File: src/rtl/fwd_hazard_ctrl_if.sv
// ID-stage instruction fields, pipeline control and forwarding/stall results
// exchanged between the pipeline (master) and the hazard controller (slave).
interface fwd_hazard_ctrl_if #(
  parameter int unsigned REG_AW = 5
);

  logic [REG_AW-1:0] id_rs1_i;
  logic [REG_AW-1:0] id_rs2_i;
  logic              id_use_rs1_i;
  logic              id_use_rs2_i;
  logic [REG_AW-1:0] id_rd_i;
  logic              id_regwrite_i;
  logic              id_memread_i;
  logic              flush_i;
  logic              mem_stall_i;
  logic [1:0]        forward_a_o;
  logic [1:0]        forward_b_o;
  logic              stall_o;

  modport master (
    output id_rs1_i,
    output id_rs2_i,
    output id_use_rs1_i,
    output id_use_rs2_i,
    output id_rd_i,
    output id_regwrite_i,
    output id_memread_i,
    output flush_i,
    output mem_stall_i,
    input  forward_a_o,
    input  forward_b_o,
    input  stall_o
  );

  modport slave (
    input  id_rs1_i,
    input  id_rs2_i,
    input  id_use_rs1_i,
    input  id_use_rs2_i,
    input  id_rd_i,
    input  id_regwrite_i,
    input  id_memread_i,
    input  flush_i,
    input  mem_stall_i,
    output forward_a_o,
    output forward_b_o,
    output stall_o
  );

endinterface

File: src/rtl/fwd_hazard_ctrl.sv
// EX-stage forwarding select and load-use stall control. Mirrors the register
// fields held in ID/EX, EX/MEM and MEM/WB and derives mux selects from them.
module fwd_hazard_ctrl #(
  parameter int unsigned REG_AW = 5
) (
  input  logic               clk_i,
  input  logic               rst_i,
  fwd_hazard_ctrl_if.slave   bus
);

  localparam int unsigned AW = REG_AW;

  localparam logic [1:0] FWD_NONE = 2'b00;
  localparam logic [1:0] FWD_MEM  = 2'b10;
  localparam logic [1:0] FWD_WB   = 2'b01;

  typedef struct packed {
    logic [AW-1:0] rs1;
    logic [AW-1:0] rs2;
    logic          use1;
    logic          use2;
    logic [AW-1:0] rd;
    logic          regwrite;
    logic          memread;
  } ex_stage_t;

  typedef struct packed {
    logic [AW-1:0] rd;
    logic          regwrite;
    logic          memread;
  } mem_stage_t;

  typedef struct packed {
    logic [AW-1:0] rd;
    logic          regwrite;
  } wb_stage_t;

  ex_stage_t  ex_q,  ex_d;
  mem_stage_t mem_q, mem_d;
  wb_stage_t  wb_q,  wb_d;

  logic       stall_c;
  logic       mem_wr_valid_c;
  logic       wb_wr_valid_c;
  logic [1:0] fwd_a_c;
  logic [1:0] fwd_b_c;
  logic       id_hit_rs1_c;
  logic       id_hit_rs2_c;

  // Load-use: EX holds a load whose rd the ID instruction reads; muted during freeze.
  always_comb begin
    id_hit_rs1_c = bus.id_use_rs1_i && (bus.id_rs1_i == ex_q.rd);
    id_hit_rs2_c = bus.id_use_rs2_i && (bus.id_rs2_i == ex_q.rd);
    stall_c      = !bus.mem_stall_i && ex_q.memread && (ex_q.rd != AW'(0)) &&
                   (id_hit_rs1_c || id_hit_rs2_c);
  end

  // Forward selects depend on stage state only; EX/MEM has priority (newest).
  always_comb begin
    mem_wr_valid_c = mem_q.regwrite && (mem_q.rd != AW'(0));
    wb_wr_valid_c  = wb_q.regwrite && (wb_q.rd != AW'(0));

    fwd_a_c = FWD_NONE;
    if (ex_q.use1 && mem_wr_valid_c && (mem_q.rd == ex_q.rs1)) begin
      fwd_a_c = FWD_MEM;
    end else if (ex_q.use1 && wb_wr_valid_c && (wb_q.rd == ex_q.rs1)) begin
      fwd_a_c = FWD_WB;
    end

    fwd_b_c = FWD_NONE;
    if (ex_q.use2 && mem_wr_valid_c && (mem_q.rd == ex_q.rs2)) begin
      fwd_b_c = FWD_MEM;
    end else if (ex_q.use2 && wb_wr_valid_c && (wb_q.rd == ex_q.rs2)) begin
      fwd_b_c = FWD_WB;
    end
  end

  // Stage advance: freeze holds everything, otherwise shift and load EX.
  always_comb begin
    ex_d  = ex_q;
    mem_d = mem_q;
    wb_d  = wb_q;
    if (!bus.mem_stall_i) begin
      wb_d.rd        = mem_q.rd;
      wb_d.regwrite  = mem_q.regwrite;
      mem_d.rd       = ex_q.rd;
      mem_d.regwrite = ex_q.regwrite;
      mem_d.memread  = ex_q.memread;
      if (stall_c || bus.flush_i) begin
        ex_d = '0;
      end else begin
        ex_d.rs1      = bus.id_rs1_i;
        ex_d.rs2      = bus.id_rs2_i;
        ex_d.use1     = bus.id_use_rs1_i;
        ex_d.use2     = bus.id_use_rs2_i;
        ex_d.rd       = bus.id_rd_i;
        ex_d.regwrite = bus.id_regwrite_i;
        ex_d.memread  = bus.id_memread_i;
      end
    end
  end

  always_ff @(posedge clk_i or negedge rst_i) begin
    if (!rst_i) begin
      ex_q  <= '0;
      mem_q <= '0;
      wb_q  <= '0;
    end else begin
      ex_q  <= ex_d;
      mem_q <= mem_d;
      wb_q  <= wb_d;
    end
  end

  assign bus.forward_a_o = fwd_a_c;
  assign bus.forward_b_o = fwd_b_c;
  assign bus.stall_o     = stall_c;

endmodule

File: src/flat_wrapper.sv
// flat-port wrapper written by rule: the top's interface ports become plain ports
module fwd_hazard_ctrl_flat 
#(
  parameter int unsigned REG_AW = 5
)
  (clk_i, rst_i, bus_id_rs1_i, bus_id_rs2_i, bus_id_use_rs1_i, bus_id_use_rs2_i, bus_id_rd_i, bus_id_regwrite_i, bus_id_memread_i, bus_flush_i, bus_mem_stall_i, bus_forward_a_o, bus_forward_b_o, bus_stall_o);
  fwd_hazard_ctrl_if #(.REG_AW(REG_AW)) bus_i ();
  input  logic clk_i;
  input  logic rst_i;
  input wire logic [$bits(bus_i.id_rs1_i)-1:0] bus_id_rs1_i;
  input wire logic [$bits(bus_i.id_rs2_i)-1:0] bus_id_rs2_i;
  input wire logic [$bits(bus_i.id_use_rs1_i)-1:0] bus_id_use_rs1_i;
  input wire logic [$bits(bus_i.id_use_rs2_i)-1:0] bus_id_use_rs2_i;
  input wire logic [$bits(bus_i.id_rd_i)-1:0] bus_id_rd_i;
  input wire logic [$bits(bus_i.id_regwrite_i)-1:0] bus_id_regwrite_i;
  input wire logic [$bits(bus_i.id_memread_i)-1:0] bus_id_memread_i;
  input wire logic [$bits(bus_i.flush_i)-1:0] bus_flush_i;
  input wire logic [$bits(bus_i.mem_stall_i)-1:0] bus_mem_stall_i;
  output wire logic [$bits(bus_i.forward_a_o)-1:0] bus_forward_a_o;
  output wire logic [$bits(bus_i.forward_b_o)-1:0] bus_forward_b_o;
  output wire logic [$bits(bus_i.stall_o)-1:0] bus_stall_o;
  assign bus_i.id_rs1_i = bus_id_rs1_i;
  assign bus_i.id_rs2_i = bus_id_rs2_i;
  assign bus_i.id_use_rs1_i = bus_id_use_rs1_i;
  assign bus_i.id_use_rs2_i = bus_id_use_rs2_i;
  assign bus_i.id_rd_i = bus_id_rd_i;
  assign bus_i.id_regwrite_i = bus_id_regwrite_i;
  assign bus_i.id_memread_i = bus_id_memread_i;
  assign bus_i.flush_i = bus_flush_i;
  assign bus_i.mem_stall_i = bus_mem_stall_i;
  assign bus_forward_a_o = bus_i.forward_a_o;
  assign bus_forward_b_o = bus_i.forward_b_o;
  assign bus_stall_o = bus_i.stall_o;
  fwd_hazard_ctrl #(.REG_AW(REG_AW)) u_core (.clk_i(clk_i), .rst_i(rst_i), .bus(bus_i));
endmodule
File: config.mk
export PLATFORM = sky130hd
export DESIGN_NAME = fwd_hazard_ctrl_flat
export DESIGN_NICKNAME = d
export VERILOG_FILES = /design/src/rtl/fwd_hazard_ctrl_if.sv /design/src/rtl/fwd_hazard_ctrl.sv /design/src/flat_wrapper.sv
export SDC_FILE = /design/constraint.sdc
export NUM_CORES = 1
export LEC_CHECK = 0
export CAP_MARGIN = 20
export CORE_ASPECT_RATIO = 1.4
export CORE_UTILIZATION = 45
export DETAILED_ROUTE_END_ITERATION = 8
export PLACE_DENSITY = 0.68
export SLEW_MARGIN = 20
export SYNTH_ARGS = -nofsm -noshare
export SYNTH_HDL_FRONTEND = slang
export SYNTH_SLANG_ARGS = --single-unit
File: constraint.sdc
create_clock -name clk_i -period 2.6 [get_ports clk_i]
set_input_delay 0.65 -clock clk_i [delete_from_list [all_inputs] [get_ports clk_i]]
set_output_delay 0.65 -clock clk_i [all_outputs]
set_load 0.03 [all_outputs]
==> metrics.txt <==
# TYPE chip_impl_metric gauge
chip_impl_metric{name="period_share",unit="%"} 99.1
chip_impl_metric{name="fp.dieArea",unit="µm²"} 4620
chip_impl_metric{name="insertedDiodeCount",unit=""} 0
chip_impl_metric{name="crit_arrival",unit="ps"} 1930
chip_impl_metric{name="core_area",unit="µm²"} 4200
chip_impl_metric{name="synth_warnings",unit=""} 0
chip_impl_metric{name="netlist_instances",unit=""} 180
chip_impl_info{name="slowest_stage",value="sky130_fd_sc_hd__or4_4"} 1
chip_impl_metric{name="wire_length_of_the_first_global_routing_pass",unit="µm"} 7560
chip_impl_metric{name="max_cap_viol_count",unit=""} 0
chip_impl_metric{name="post-route-cell-area",unit="µm²"} 2440
chip_impl_metric{name="postSynth.asyncResetShare",unit="%"} 100
chip_impl_info{name="hold_path.class",value="flip-flop to flip-flop"} 1
chip_impl_metric{name="worstPathRequired",unit="ps"} 1950
chip_impl_metric{name="fmax",unit="MHz"} 388
chip_impl_metric{name="drc",unit=""} 2
chip_impl_metric{name="area_growth_syn_to_layout",unit="%"} 24.7
chip_impl_metric{name="grt_pass1_vias",unit=""} 1556
chip_impl_metric{name="pin_count_of_the_biggest_net_entering_global_routing",unit=""} 42
chip_impl_info{name="synth_area_leaders",value="sky130_fd_sc_hd__dfrtp_1 40%, sky130_fd_sc_hd__xnor2_1 9.8%, sky130_fd_sc_hd__o21ai_2 7.6%"} 1
chip_impl_info{name="clock_tree_from_tritoncts",value="done"} 1
chip_impl_metric{name="dpl-instance-area",unit="µm²"} 2290
chip_impl_metric{name="die_w",unit="µm"} 57.7
chip_impl_info{name="timing.setup.critical_path_class",value="flip-flop to primary output"} 1
chip_impl_metric{name="initial_core_util",unit="%"} 46.5
chip_impl_metric{name="tritoncts_num_sinks",unit=""} 31
chip_impl_metric{name="synthesis.area",unit="µm²"} 1960
chip_impl_metric{name="largest_driver_fanout_on_the_critical_path",unit=""} 5
chip_impl_metric{name="nets",unit=""} 235
chip_impl_info{name="synthDominantAreaCellType",value="sky130_fd_sc_hd__dfrtp_1"} 1
chip_impl_metric{name="nFillCells",unit=""} 362
chip_impl_metric{name="post_drt_via_cell_ratio",unit=""} 6.14
chip_impl_metric{name="final-hold-violation-count",unit=""} 0
chip_impl_metric{name="post_synth_num_cell_types",unit=""} 22
chip_impl_info{name="run_status",value="finished, violations left"} 1
chip_impl_metric{name="finalWirelength",unit="µm"} 4690
chip_impl_metric{name="ff2ff_setup_slack",unit="ps"} 800
chip_impl_metric{name="share_of_final_layout_standard_cells_stronger_than_drive_strength_1",unit="%"} 32.9
chip_impl_metric{name="final-setup-viol-count",unit=""} 0
chip_impl_metric{name="power.total",unit="mW"} 1.57
chip_impl_metric{name="cts_hold_buffers",unit=""} 0
chip_impl_metric{name="worst_slack",unit="ps"} 22.6
chip_impl_info{name="timing.critical_path.mode_cell",value="sky130_fd_sc_hd__nor3_2"} 1
chip_impl_metric{name="layout.area.seq",unit="µm²"} 777
chip_impl_info{name="startpoint_type_of_the_worst_setup_path",value="flip-flop"} 1
chip_impl_metric{name="worst_slew_pin_slew",unit="ps"} 438
chip_impl_metric{name="power.static_leakage",unit="nW"} 0.974
chip_impl_metric{name="post-synth-top-area-fraction",unit="%"} 39.6
chip_impl_metric{name="cts_buffers",unit=""} 5
chip_impl_metric{name="cts-htree-levels",unit=""} 2
chip_impl_info{name="critPathCaptureType",value="primary output"} 1
chip_impl_info{name="failed_checks",value="DRC"} 1
chip_impl_metric{name="final_antenna_net_count",unit=""} 0
chip_impl_metric{name="fin_worst_skew",unit="ps"} 3.36
chip_impl_metric{name="max_stage_delay",unit="ps"} 560
chip_impl_metric{name="path_clk_slew",unit="ps"} 60
chip_impl_metric{name="number_of_flops_mapped_to_enable_cells_by_yosys",unit=""} 0
chip_impl_metric{name="detail_route.iter0.violations",unit=""} 50
chip_impl_metric{name="overflow_after_grt",unit=""} 0
chip_impl_metric{name="post_synth.cell_area_avg",unit="µm²"} 10.9
chip_impl_metric{name="via_count",unit=""} 1583
chip_impl_info{name="cts.root.buffer_cell",value="sky130_fd_sc_hd__clkbuf_8"} 1
chip_impl_metric{name="synth-seq-cells",unit=""} 31
chip_impl_info{name="synth_top_flop_cell",value="sky130_fd_sc_hd__dfrtp_1"} 1
chip_impl_metric{name="slew_headroom",unit="%"} 70.8
chip_impl_metric{name="layout.core_utilization",unit="%"} 58.0
chip_impl_metric{name="power.density_cell_area",unit="nW/µm²"} 645
chip_impl_metric{name="clk-insertion-delay-late",unit="ps"} 280
chip_impl_metric{name="multi_input_combinational_cell_area",unit="µm²"} 1150
chip_impl_metric{name="max-vdd-ir-drop",unit="mV"} 0.439
chip_impl_metric{name="yosysSeqAreaShare",unit="%"} 39.6
chip_impl_metric{name="detailedPlace.worstSlack",unit="ps"} -33.4
chip_impl_metric{name="clockBufferDepth",unit=""} 2
chip_impl_metric{name="final.setup.tns",unit="ps"} 0
chip_impl_metric{name="placementRows",unit=""} 28
chip_impl_info{name="worstPathCellList",value="or4_4, o21ai_4, nor3_2, nor3_2, buf_4"} 1
chip_impl_metric{name="maxSlewViolCount",unit=""} 0
chip_impl_metric{name="num_io_pins",unit=""} 28
chip_impl_metric{name="postSynthNetCount",unit=""} 203
chip_impl_metric{name="globalplace.congestion",unit=""} 0.829
chip_impl_metric{name="wire_per_inst",unit="µm"} 18.2
chip_impl_metric{name="period_needed",unit="ps"} 2580
chip_impl_metric{name="port-buffer-count",unit=""} 27
chip_impl_metric{name="die_h",unit="µm"} 80.0
chip_impl_metric{name="grt.total_usage",unit="%"} 22.2
chip_impl_metric{name="firstDrtPassIters",unit=""} 6
chip_impl_metric{name="detailedPlacementHpwl",unit="µm"} 3290
chip_impl_info{name="unrepaired_setup_endpoints_after_global_routing",value="true"} 1
chip_impl_metric{name="initial_antenna_violation_count",unit=""} 0
flip-flops by register name, summed over array words and instances (netlist names):
register and count:
u_core.ex_q 19, u_core.wb_q 6, u_core.mem_q 6
layer usage:
metal / vias to the layer above / routed length (µm) / track usage (%)
li1: 729 / - / -
met4: 0 / 121 / 12.1
met3: 11 / 138 / 4.21
met5: - / 0 / 0
met2: 36 / 2550 / 39.0
met1: 807 / 1890 / 24.8
cell usage in the layout, fill, tap and decap left out, drive strengths merged, types with 6 or more instances in the layout:
| master | synthesis | routed |
|---|---|---|
| xnor2 | 22 | 22 |
| mux2 | 12 | 12 |
| a32oi | 7 | 7 |
| buf | 8 | 15 |
| nand2 | 11 | 11 |
| xor2 | 8 | 8 |
| nor3b | 13 | 13 |
| o21ai | 22 | 22 |
| dlygate4sd2 | 0 | 6 |
| dfrtp | 31 | 31 |
| a22oi | 12 | 12 |
| clkdlybuf4s50 | 0 | 11 |
| clkbuf | 5 | 7 |
| or3b | 12 | 12 |
power by group:
group          switching [mW]  total, mW  internal (mW)
combinational           0.187      0.405          0.218
sequential              0.120      0.680          0.560
clock                   0.180      0.489          0.310
logic make-up (layout without fill, tap and decap cells):
family | after synthesis | count (layout) | synth area share, %
and+or+nand+nor | 52 | 52 | 17.4
DFF | 31 | 31 | 39.6
xor gates and xnor gates | 30 | 30 | 13.4
AOI/OAI and AO/OA | 42 | 42 | 19.0
buffers and inverters | 13 | 46 | 3.64
muxes | 12 | 12 | 6.91
stage by stage:
step,hold WS (ps),cells
global route,517,258
finish,489,258
CTS,496,256
detailed placement,482,248
global placement,492,248
floorplan,354,180
critical path: cells and delay by family (launching register included):
family,cells,cell delay (ps)
AO/OA/AOI/OAI,1,190
buffers and inverters,1,180
flip-flops,1,450
AND/OR/NAND/NOR,3,820
Yosys cell counts, types with 6 or more instances:
cell type                  n
sky130_fd_sc_hd__nand2_1  11
sky130_fd_sc_hd__a32oi_1   7
sky130_fd_sc_hd__mux2_1   12
sky130_fd_sc_hd__o21ai_2  17
sky130_fd_sc_hd__or3b_2   12
sky130_fd_sc_hd__dfrtp_1  31
sky130_fd_sc_hd__xnor2_1  22
sky130_fd_sc_hd__nor3b_1  13
sky130_fd_sc_hd__a22oi_2   8
sky130_fd_sc_hd__xor2_1    8
sky130_fd_sc_hd__buf_2     6
final timing paths:
kind / endpoint / from / depth (start not counted)
max: bus_forward_b_o[0] / u_core.mem_q[6] / 5
min: u_core.wb_q[0] / u_core.wb_q[0] / 1
max reg2reg: u_core.ex_q[4] / u_core.ex_q[3] / 5
min reg2reg: u_core.wb_q[0] / u_core.wb_q[0] / 1
max in group asynchronous: u_core.mem_q[6] / rst_i / 2
min in group asynchronous: u_core.ex_q[6] / rst_i / 2
final cells by class:
type | instances | share of cell area (%)
multi-input combinational | 136 | 47.2
sequential | 31 | 31.8
clock buffer | 6 | 3.38
tap | 45 | 2.31
clock inverter | 2 | 1.44
timing repair buffer | 38 | 13.8
timing repair:
action	CTS	global route
pin swaps	1	3
cloned	0	0
endpoints found under the setup margin	4	5
resized for setup	9	12
buffers inserted	0	2
(Power assumes the default switching activity.)
